### src/rtl/board_pkg.sv
// board_pkg: shared constants, state encoding and result packing for the board search datapath.
package board_pkg;
  localparam int CELL_W = 3;
  localparam int BOARD_W = 6 * CELL_W;
  localparam int ADDR_W = 6;
  localparam int DATA_W = 28;
  localparam int NUM_BOARDS = 60;
  localparam int QUESTION_ADDR = 60;
  localparam int RESULT_ADDR = 4;
  typedef enum logic [2:0] {IDLE, LOADQ, SCAN, WRITE, DONE} state_t;
  function automatic logic [DATA_W-1:0] pack_result(input logic found, input logic [ADDR_W-1:0] idx);
    return {found, {(DATA_W-ADDR_W-1){1'b0}}, idx};
  endfunction
endpackage

### src/rtl/board_cmp.sv
// board_cmp: two-entry compare against the target, port A first, port B masked past the table end.
module board_cmp #(
  parameter int BOARD_W = board_pkg::BOARD_W,
  parameter int ADDR_W = board_pkg::ADDR_W,
  parameter int NUM_BOARDS = board_pkg::NUM_BOARDS
) (
  input  logic [BOARD_W-1:0] a,
  input  logic [BOARD_W-1:0] b,
  input  logic [BOARD_W-1:0] target,
  input  logic [ADDR_W-1:0]  idx,
  output logic               hit,
  output logic               off
);
  localparam logic [ADDR_W:0] LIM = (ADDR_W+1)'(NUM_BOARDS);
  logic hit_a, hit_b;
  assign hit_a = a == target;
  assign hit_b = (b == target) && (({1'b0, idx} + (ADDR_W+1)'(1)) < LIM);
  assign hit = hit_a | hit_b;
  assign off = ~hit_a;
endmodule

### src/rtl/board_search_ctrl.sv
// board_search_ctrl: loads the question board, scans the table two entries per cycle,
// writes {found, index} to the result slot and pulses done.
module board_search_ctrl
  import board_pkg::*;
#(
  parameter int ADDR_W = board_pkg::ADDR_W,
  parameter int DATA_W = board_pkg::DATA_W,
  parameter int BOARD_W = board_pkg::BOARD_W,
  parameter int NUM_BOARDS = board_pkg::NUM_BOARDS,
  parameter int QUESTION_ADDR = board_pkg::QUESTION_ADDR,
  parameter int RESULT_ADDR = board_pkg::RESULT_ADDR
) (
  input  logic              clk,
  input  logic              rst,
  input  logic              start,
  output logic              busy,
  output logic              done,
  output logic              found,
  output logic [ADDR_W-1:0] match_idx,
  output logic [ADDR_W-1:0] src0,
  output logic [ADDR_W-1:0] src1,
  input  logic [DATA_W-1:0] outa,
  input  logic [DATA_W-1:0] outb,
  output logic [ADDR_W-1:0] dst,
  output logic              we,
  output logic [DATA_W-1:0] data
);
  localparam logic [ADDR_W:0] LIM = (ADDR_W+1)'(NUM_BOARDS);
  state_t state;
  logic [ADDR_W-1:0] idx;
  logic [BOARD_W-1:0] target;
  logic hit, off, last;
  logic unused;
  assign unused = ^{outa[DATA_W-1:BOARD_W], outb[DATA_W-1:BOARD_W]};
  board_cmp #(.BOARD_W(BOARD_W), .ADDR_W(ADDR_W), .NUM_BOARDS(NUM_BOARDS)) u_cmp (
    .a(outa[BOARD_W-1:0]),
    .b(outb[BOARD_W-1:0]),
    .target(target),
    .idx(idx),
    .hit(hit),
    .off(off)
  );
  assign last = ({1'b0, idx} + (ADDR_W+1)'(2)) >= LIM;
  always_comb begin
    busy = state != IDLE;
    done = state == DONE;
    we = state == WRITE;
    src0 = state == LOADQ ? ADDR_W'(QUESTION_ADDR) : state == SCAN ? idx : '0;
    src1 = state == SCAN ? idx + ADDR_W'(1) : '0;
    dst = we ? ADDR_W'(RESULT_ADDR) : '0;
    data = we ? {found, {(DATA_W-ADDR_W-1){1'b0}}, match_idx} : '0;
  end
  always_ff @(posedge clk) begin
    if (rst) begin
      state <= IDLE;
      idx <= '0;
      target <= '0;
      found <= 1'b0;
      match_idx <= '0;
    end else begin
      case (state)
        IDLE: if (start) begin
          state <= LOADQ;
          found <= 1'b0;
          match_idx <= '0;
        end
        LOADQ: begin
          target <= outa[BOARD_W-1:0];
          idx <= '0;
          state <= SCAN;
        end
        SCAN: if (hit) begin
          found <= 1'b1;
          match_idx <= idx + ADDR_W'(off);
          state <= WRITE;
        end else if (last) state <= WRITE;
        else idx <= idx + ADDR_W'(2);
        WRITE: state <= DONE;
        DONE: state <= IDLE;
        default: state <= IDLE;
      endcase
    end
  end
endmodule

### config.mk
export PLATFORM = sky130hd
export DESIGN_NAME = board_search_ctrl
export DESIGN_NICKNAME = d
export VERILOG_FILES = /design/src/rtl/board_pkg.sv /design/src/rtl/board_cmp.sv /design/src/rtl/board_search_ctrl.sv
export SDC_FILE = /design/constraint.sdc
export NUM_CORES = 1
export LEC_CHECK = 0
export CELL_PAD_IN_SITES_DETAIL_PLACEMENT = 1
export CELL_PAD_IN_SITES_GLOBAL_PLACEMENT = 2
export CORE_ASPECT_RATIO = 1.25
export CORE_MARGIN = 4
export CORE_UTILIZATION = 21
export CTS_BUF_LIST = sky130_fd_sc_hd__clkbuf_16
export CTS_CLUSTER_DIAMETER = 120
export DETAILED_ROUTE_END_ITERATION = 8
export HOLD_SLACK_MARGIN = 0.03
export PLACE_DENSITY_LB_ADDON = 0.1
export REMOVE_ABC_BUFFERS = 1
export SLEW_MARGIN = 0
export SYNTH_ARGS = -nofsm -noshare
export SYNTH_HDL_FRONTEND = slang
export SYNTH_SLANG_ARGS = --single-unit
### constraint.sdc
create_clock -name clk -period 2.3 [get_ports clk]
set_input_delay 0.46 -clock clk [delete_from_list [all_inputs] [get_ports clk]]
set_output_delay 0.46 -clock clk [all_outputs]
set_load 0.05 [all_outputs]
==> Word level (Yosys, flattened, before mapping) <==
Cells that the tools add are included.
{ "op_classes": {"add_sub_neg": 5, "magnitude_cmp": 2, "eq_ne": 11, "mux": 18, "bitwise": 2, "reduce_logical": 8} }
{ "ops": {"columns": ["op", "count"], "rows": [
  ["$mux 6", 7],
  ["$eq 18x18->1", 2],
  ["$mux 28", 1],
  ["$pmux 6 s2", 2],
  ["$mux 3", 4],
  ["$pmux 3 s4", 1],
  ["$ne 2x2->1 const B", 4],
  ["$add 6x1->7 const B", 1],
  ["$add 6x2->7 const B", 1],
  ["$ge 7x6->1 const B", 1],
  ["$lt 7x6->1 const B", 1],
  ["$add 6x1->6", 1],
  ["$add 6x1->6 const B", 1],
  ["$add 6x2->6 const B", 1],
  ["$eq 3x2->1 const B", 2],
  ["$reduce_and 3->1", 2],
  ["$reduce_bool 2->1", 2],
  ["$eq 3x1->1 const B", 1],
  ["$eq 3x3->1 const B", 1],
  ["$logic_not 3->1", 1],
  ["$ne 3x3->1 const B", 1],
  ["$reduce_bool 3->1", 1],
  ["$mux 1", 2],
  ["$pmux 1 s2", 1],
  ["other kinds (4)", 4]
]} }
{ "word_totals": {"register_bits": 34, "inputBits": 59, "output_inout_bits": 56, "word_cells": 51} }

==> Longest topological paths before layout <==
{ "logic_depth": {"depth_word": 6, "depth_mapped": 8, "depth_no_buf": 8} }

==> Cells and area by module <==
From an unflattened synthesis, not the netlist that was laid out.
{ "hier_totals": {"cells_unflattened": 260, "area_unflattened_um2": 2130.8} }
{ "by_module_without_submodules": {"columns": ["mod", "instances", "cells_each", "area_each_um2", "seq_area_each_um2"], "rows": [
  ["board_search_ctrl", 1, 208, 1717.9, 660.6],
  ["board_cmp", 1, 52, 412.9, 0.0]
]} }

==> Worst setup path after synthesis <==
OpenSTA, ideal clock, no wires.
{ "synth_timing": {"kind": "reg2out", "startpoint": "register state[1]", "endpoint": "output port data[0]", "arrival_ps": 1854, "required_time_ps": 1840, "setup_slack_ps": -14, "stages_incl_launch_ff": 5, "path_buffers": 2, "path_cell_list": "dfxtp_1 > clkbuf_1 > and3b_1 > clkbuf_1 > and2_1"} }
{ "synth_between": {"elab_chain_cells": 2} }
{ "synth_rtl": {"columns": ["item", "line_no", "rtl"], "rows": [
  ["start, declared", "board_search_ctrl.sv:29", "state_t state;"],
  ["start signal, assigned", "board_search_ctrl.sv:55", "state <= IDLE;"],
  ["start signal, assigned", "board_search_ctrl.sv:63", "state <= LOADQ;"],
  ["start signal, assigned", "board_search_ctrl.sv:70", "state <= SCAN;"],
  ["$eq 3x2->1", "board_search_ctrl.sv:47", "we = state == WRITE;"],
  ["named net we", "board_search_ctrl.sv:25", "output logic we,"],
  ["$mux 28", "board_search_ctrl.sv:51", "data = we ? {found, {(DATA_W-ADDR_W-1){1'b0}}, match_idx} : '0;"],
  ["end, declared", "board_search_ctrl.sv:26", "output logic [DATA_W-1:0] data"]
]} }
The timed path passes the listed nets, and every way through them passes these cells.

==> Final worst setup path <==
{ "layout_timing": {"startpoint": "input port outb[5]", "endpoint": "register idx[1]"} }
{ "layout_between": {"elab_chain_cells": 5} }
{ "layout_rtl": {"columns": ["item", "line_no", "rtl"], "rows": [
  ["start, declared", "board_search_ctrl.sv:23", "input logic [DATA_W-1:0] outb,"],
  ["$eq 18x18->1", "board_cmp.sv:17", "assign hit_b = (b == target) && (({1'b0, idx} + (ADDR_W+1)'(1)) < LIM);"],
  ["$logic_and 1x1->1", "board_cmp.sv:17", null],
  ["$or 1x1->1", "board_cmp.sv:18", "assign hit = hit_a | hit_b;"],
  ["$ne 2x2->1 (no line)", null, null],
  ["$reduce_and 3->1 (no line)", null, null],
  ["end signal, assigned", "board_search_ctrl.sv:77", "else idx <= idx + ADDR_W'(2);"],
  ["end, declared", "board_search_ctrl.sv:30", "logic [ADDR_W-1:0] idx;"]
]} }
Every way passes these cells.
A chain may end at the register's enable or synchronous reset.

==> flow_summary_export.csv <==
group,metric,value,unit
synthesis,syn_area,0.00214,sq mm
cts,cts_tree,"done",
floorplan,rows,40,
floorplan,start_util,0.219,
power_and_ir_drop,peakVddDrop,0.234,mV
synthesis,ys_seq_elements,33,
detailed_routing,routedWlPerCell,14.5,microns
synthesis,synth_edf_count,0,
setup_path,crit_start,"outb[5]",
setup_path,crit_fanout,5,
global_routing,grt_pass1_vias,2135,
sta,finalHoldViolations,0,
detailed_routing,antenna_left,0,
global_routing,grt_pass1_wl,11.2,mm
synthesis,seq_area_frac_synth,0.309,
cts,clk_pin_slew_worst_paths,50,ps
setup_path,startpoint_type,"input pin",
power_and_ir_drop,internal_power,1.26,mW
cts,cts_setup_buffers,0,
power_and_ir_drop,p_switching,0.674,mW
power_and_ir_drop,leakage,1.33,nW
setup_path,reg2reg_from,"idx[1]",
layout,nNetsFinal,404,
layout,drive_above_1_share,0.166,
detailed_routing,drt_wl_total,6.80,mm
synthesis,async_flop_share,0,
floorplan,ios,115,
setup_path,critical-path-max-stage-delay,410,ps
global_routing,grtUsageTotal,0.120,
power_and_ir_drop,swShare,0.348,
synthesis,ys_warn_count,0,
min_path,min_from,"match_idx[4]",
cts,ctsHoldBuffers,0,
setup_path,critPathTopFamily,"simple AND/OR/NAND/NOR gates",
sta,rsz0062_at_grt,"false",
placed_design,io_buffers,67,
floorplan,die_x,98.2,microns
setup_path,crit_buf_inv,1,
placed_design,routabilityCongestion,0.703,
sta,setup_slack,155,ps
detailed_routing,vias,1950,
setup_path,cpMaxStageDelayCell,"clkdlybuf4s50_1",
power_and_ir_drop,seq_power_share,0.340,
sta,setup_viol,0,
sta,setup_tns,0,ps
cts,cts_sinks,33,
sta,fmax,466,MHz
layout,n_antenna_cell,0,
synthesis,synth-main-ff-cell,"dfxtp_1",
setup_path,cp.arrival,2310,ps
placed_design,hpwl,5.31,mm
sta,maxSlewViolCount,0,
synthesis,synth.distinct_cells,38,
detailed_routing,drc_errors,0,
power_and_ir_drop,power_density,598,mW/mm^2
cts,cts-buffers-inserted,5,
synthesis,avgSynthCellArea,8.06,sq um
sta,finalCritPeriodShare,0.933,
sta,final.setup_skew,1.32,ps
detailed_routing,drt_iter0_drc,33,
sta,hold_ws,483,ps
setup_path,end_kind,"flip-flop",
sta,finalCriticalPeriod,2150,ps
placed_design,dp_slack,-204,ps
floorplan,core,0.00976,sq mm
global_routing,antenna_found_initial,0,
cts,cts_buffer_depth,2,
sta,max_slew_margin,0.586,
detailed_routing,firstDrtPassIters,3,
min_path,worstHoldPathType,"flip-flop to flip-flop",
floorplan,dieHeight,121,microns
layout,fin_util,0.332,
cts,root_buffer,"clkbuf_16",
sta,tightest_slew,620,ps
power_and_ir_drop,clock_power_share,0.332,
floorplan,dieArea,0.0119,sq mm
setup_path,worstPathRequired,2470,ps
layout,area_growth,51.6,%
setup_path,r2r_setup_slack,240,ps
run_status,status,"completed",
global_routing,gr-total-overflow,0,
setup_path,criticalPathCategory,"input pin to flip-flop",
job,max-cap-violations,0,
setup_path,crit_chain,"clkdlybuf4s50_1 -> xor2_1 -> nor4_2 -> nand3_1 -> o31a_4 -> and3_4 -> mux2_4",
synthesis,syn-instance-count,265,
power_and_ir_drop,pwr-share-comb,0.328,
cts,htreeDepth,2,
cts,clock_latency,280,ps
detailed_routing,vias_per_cell,4.15,
global_routing,grt_max_degree,23,
## cell families after synthesis
logic type                 Yosys count  share of synthesized area
xor gates and xnor gates            39                      0.160
muxes                                9                     0.0451
DFF                                 33                      0.309
adders and majority gates            3                     0.0164
other                                1                    0.00176
buffers and inverters               43                      0.125
and+or+nand+nor                    109                      0.263
AOI/OAI and AO/OA                   28                     0.0797
## synthesized netlist by cell type, drive strengths merged, types with 5 or more instances
cell,number,area share
buf,28,0.098
and2,8,0.023
mux2i,7,0.033
nor2,6,0.014
and3,8,0.026
a21oi,19,0.045
dfxtp,33,0.31
nor3,5,0.012
xnor2,23,0.094
nand2b,9,0.026
xor2,16,0.066
clkbuf,11,0.019
nand4,8,0.023
nand2,48,0.084
## layout by cell type (no fill, tap or decap), types with 4 or more instances in the layout
cell type        netlist  final
nand2_1               48     48
clkdlybuf4s50_1        0     45
dfxtp_1               33     33
conb_1                 1     28
xnor2_1               23     23
buf_4                 28     22
a21oi_1               19     19
xor2_1                16     16
buf_12                 0     16
nand2b_1               9      9
and2_1                 8      8
nand4_1                8      8
and3_1                 7      7
mux2i_1                7      7
nor3_1                 5      5
clkbuf_16              0      5
inv_1                  4      4
nor2_1                 5      4
## routing by layer
layer	vias up	share of wire	global-route usage
met1	914	0.44	0.149
met2	57	0.49	0.198
met5	-	0	0
met4	0	0.013	0.0384
met3	6	0.055	0.0369
li1	973	-	-
## state kept, by name, summed over array words and instances (netlist names)
register and count:
match_idx 6, found 1, state 3, target 18, idx 5
## final cells by class
cell class | count | area (sq um)
Clock buffer | 5 | 125
Clock inverter | 3 | 12.5
Fill cell | 1176 | 6520
Inverter | 4 | 15.0
Multi-Input combinational cell | 216 | 1330
Sequential cell | 33 | 661
Tap cell | 126 | 158
Timing Repair Buffer | 83 | 936
## tightest hold or removal path: stages, from the launching register on
cell and delay [ps]:
dfxtp_1 320, nand2_1 60, mux2i_1 50
## metrics by stage
| step | instance area (sq um) | total power [mW] | cells |
|---|---|---|---|
| floorplan | 1990 | 1.03 | 253 |
| global placement | 3080 | 1.31 | 462 |
| detailed placement | 3080 | 1.31 | 462 |
| CTS | 3220 | 1.97 | 470 |
| global route | 3240 | 2.04 | 470 |
| finish | 3240 | 1.94 | 470 |
## power by group through the flow
stage                     Combinational (mW)  Clock [mW]  Sequential (mW)
after detailed placement               0.639           0            0.671
after global routing                   0.687       0.687            0.666
after floorplan                        0.370           0            0.659
after global placement                 0.640           0            0.670
final                                  0.635       0.642            0.658
after CTS                              0.642       0.671            0.659
## repair_timing
action,CTS,global route
setup endpoints to repair,0,11
gates resized for setup,0,4
endpoints found under the hold margin,0,0
## final timing paths
| kind | end | cells past startpoint |
|---|---|---|
| worst max-delay path | idx[1] | 7 |
| worst min register to register | match_idx[4] | 2 |
| worst max register to register | idx[1] | 8 |
| worst min-delay path | match_idx[4] | 2 |
Power figures use the tool's default switching activity.
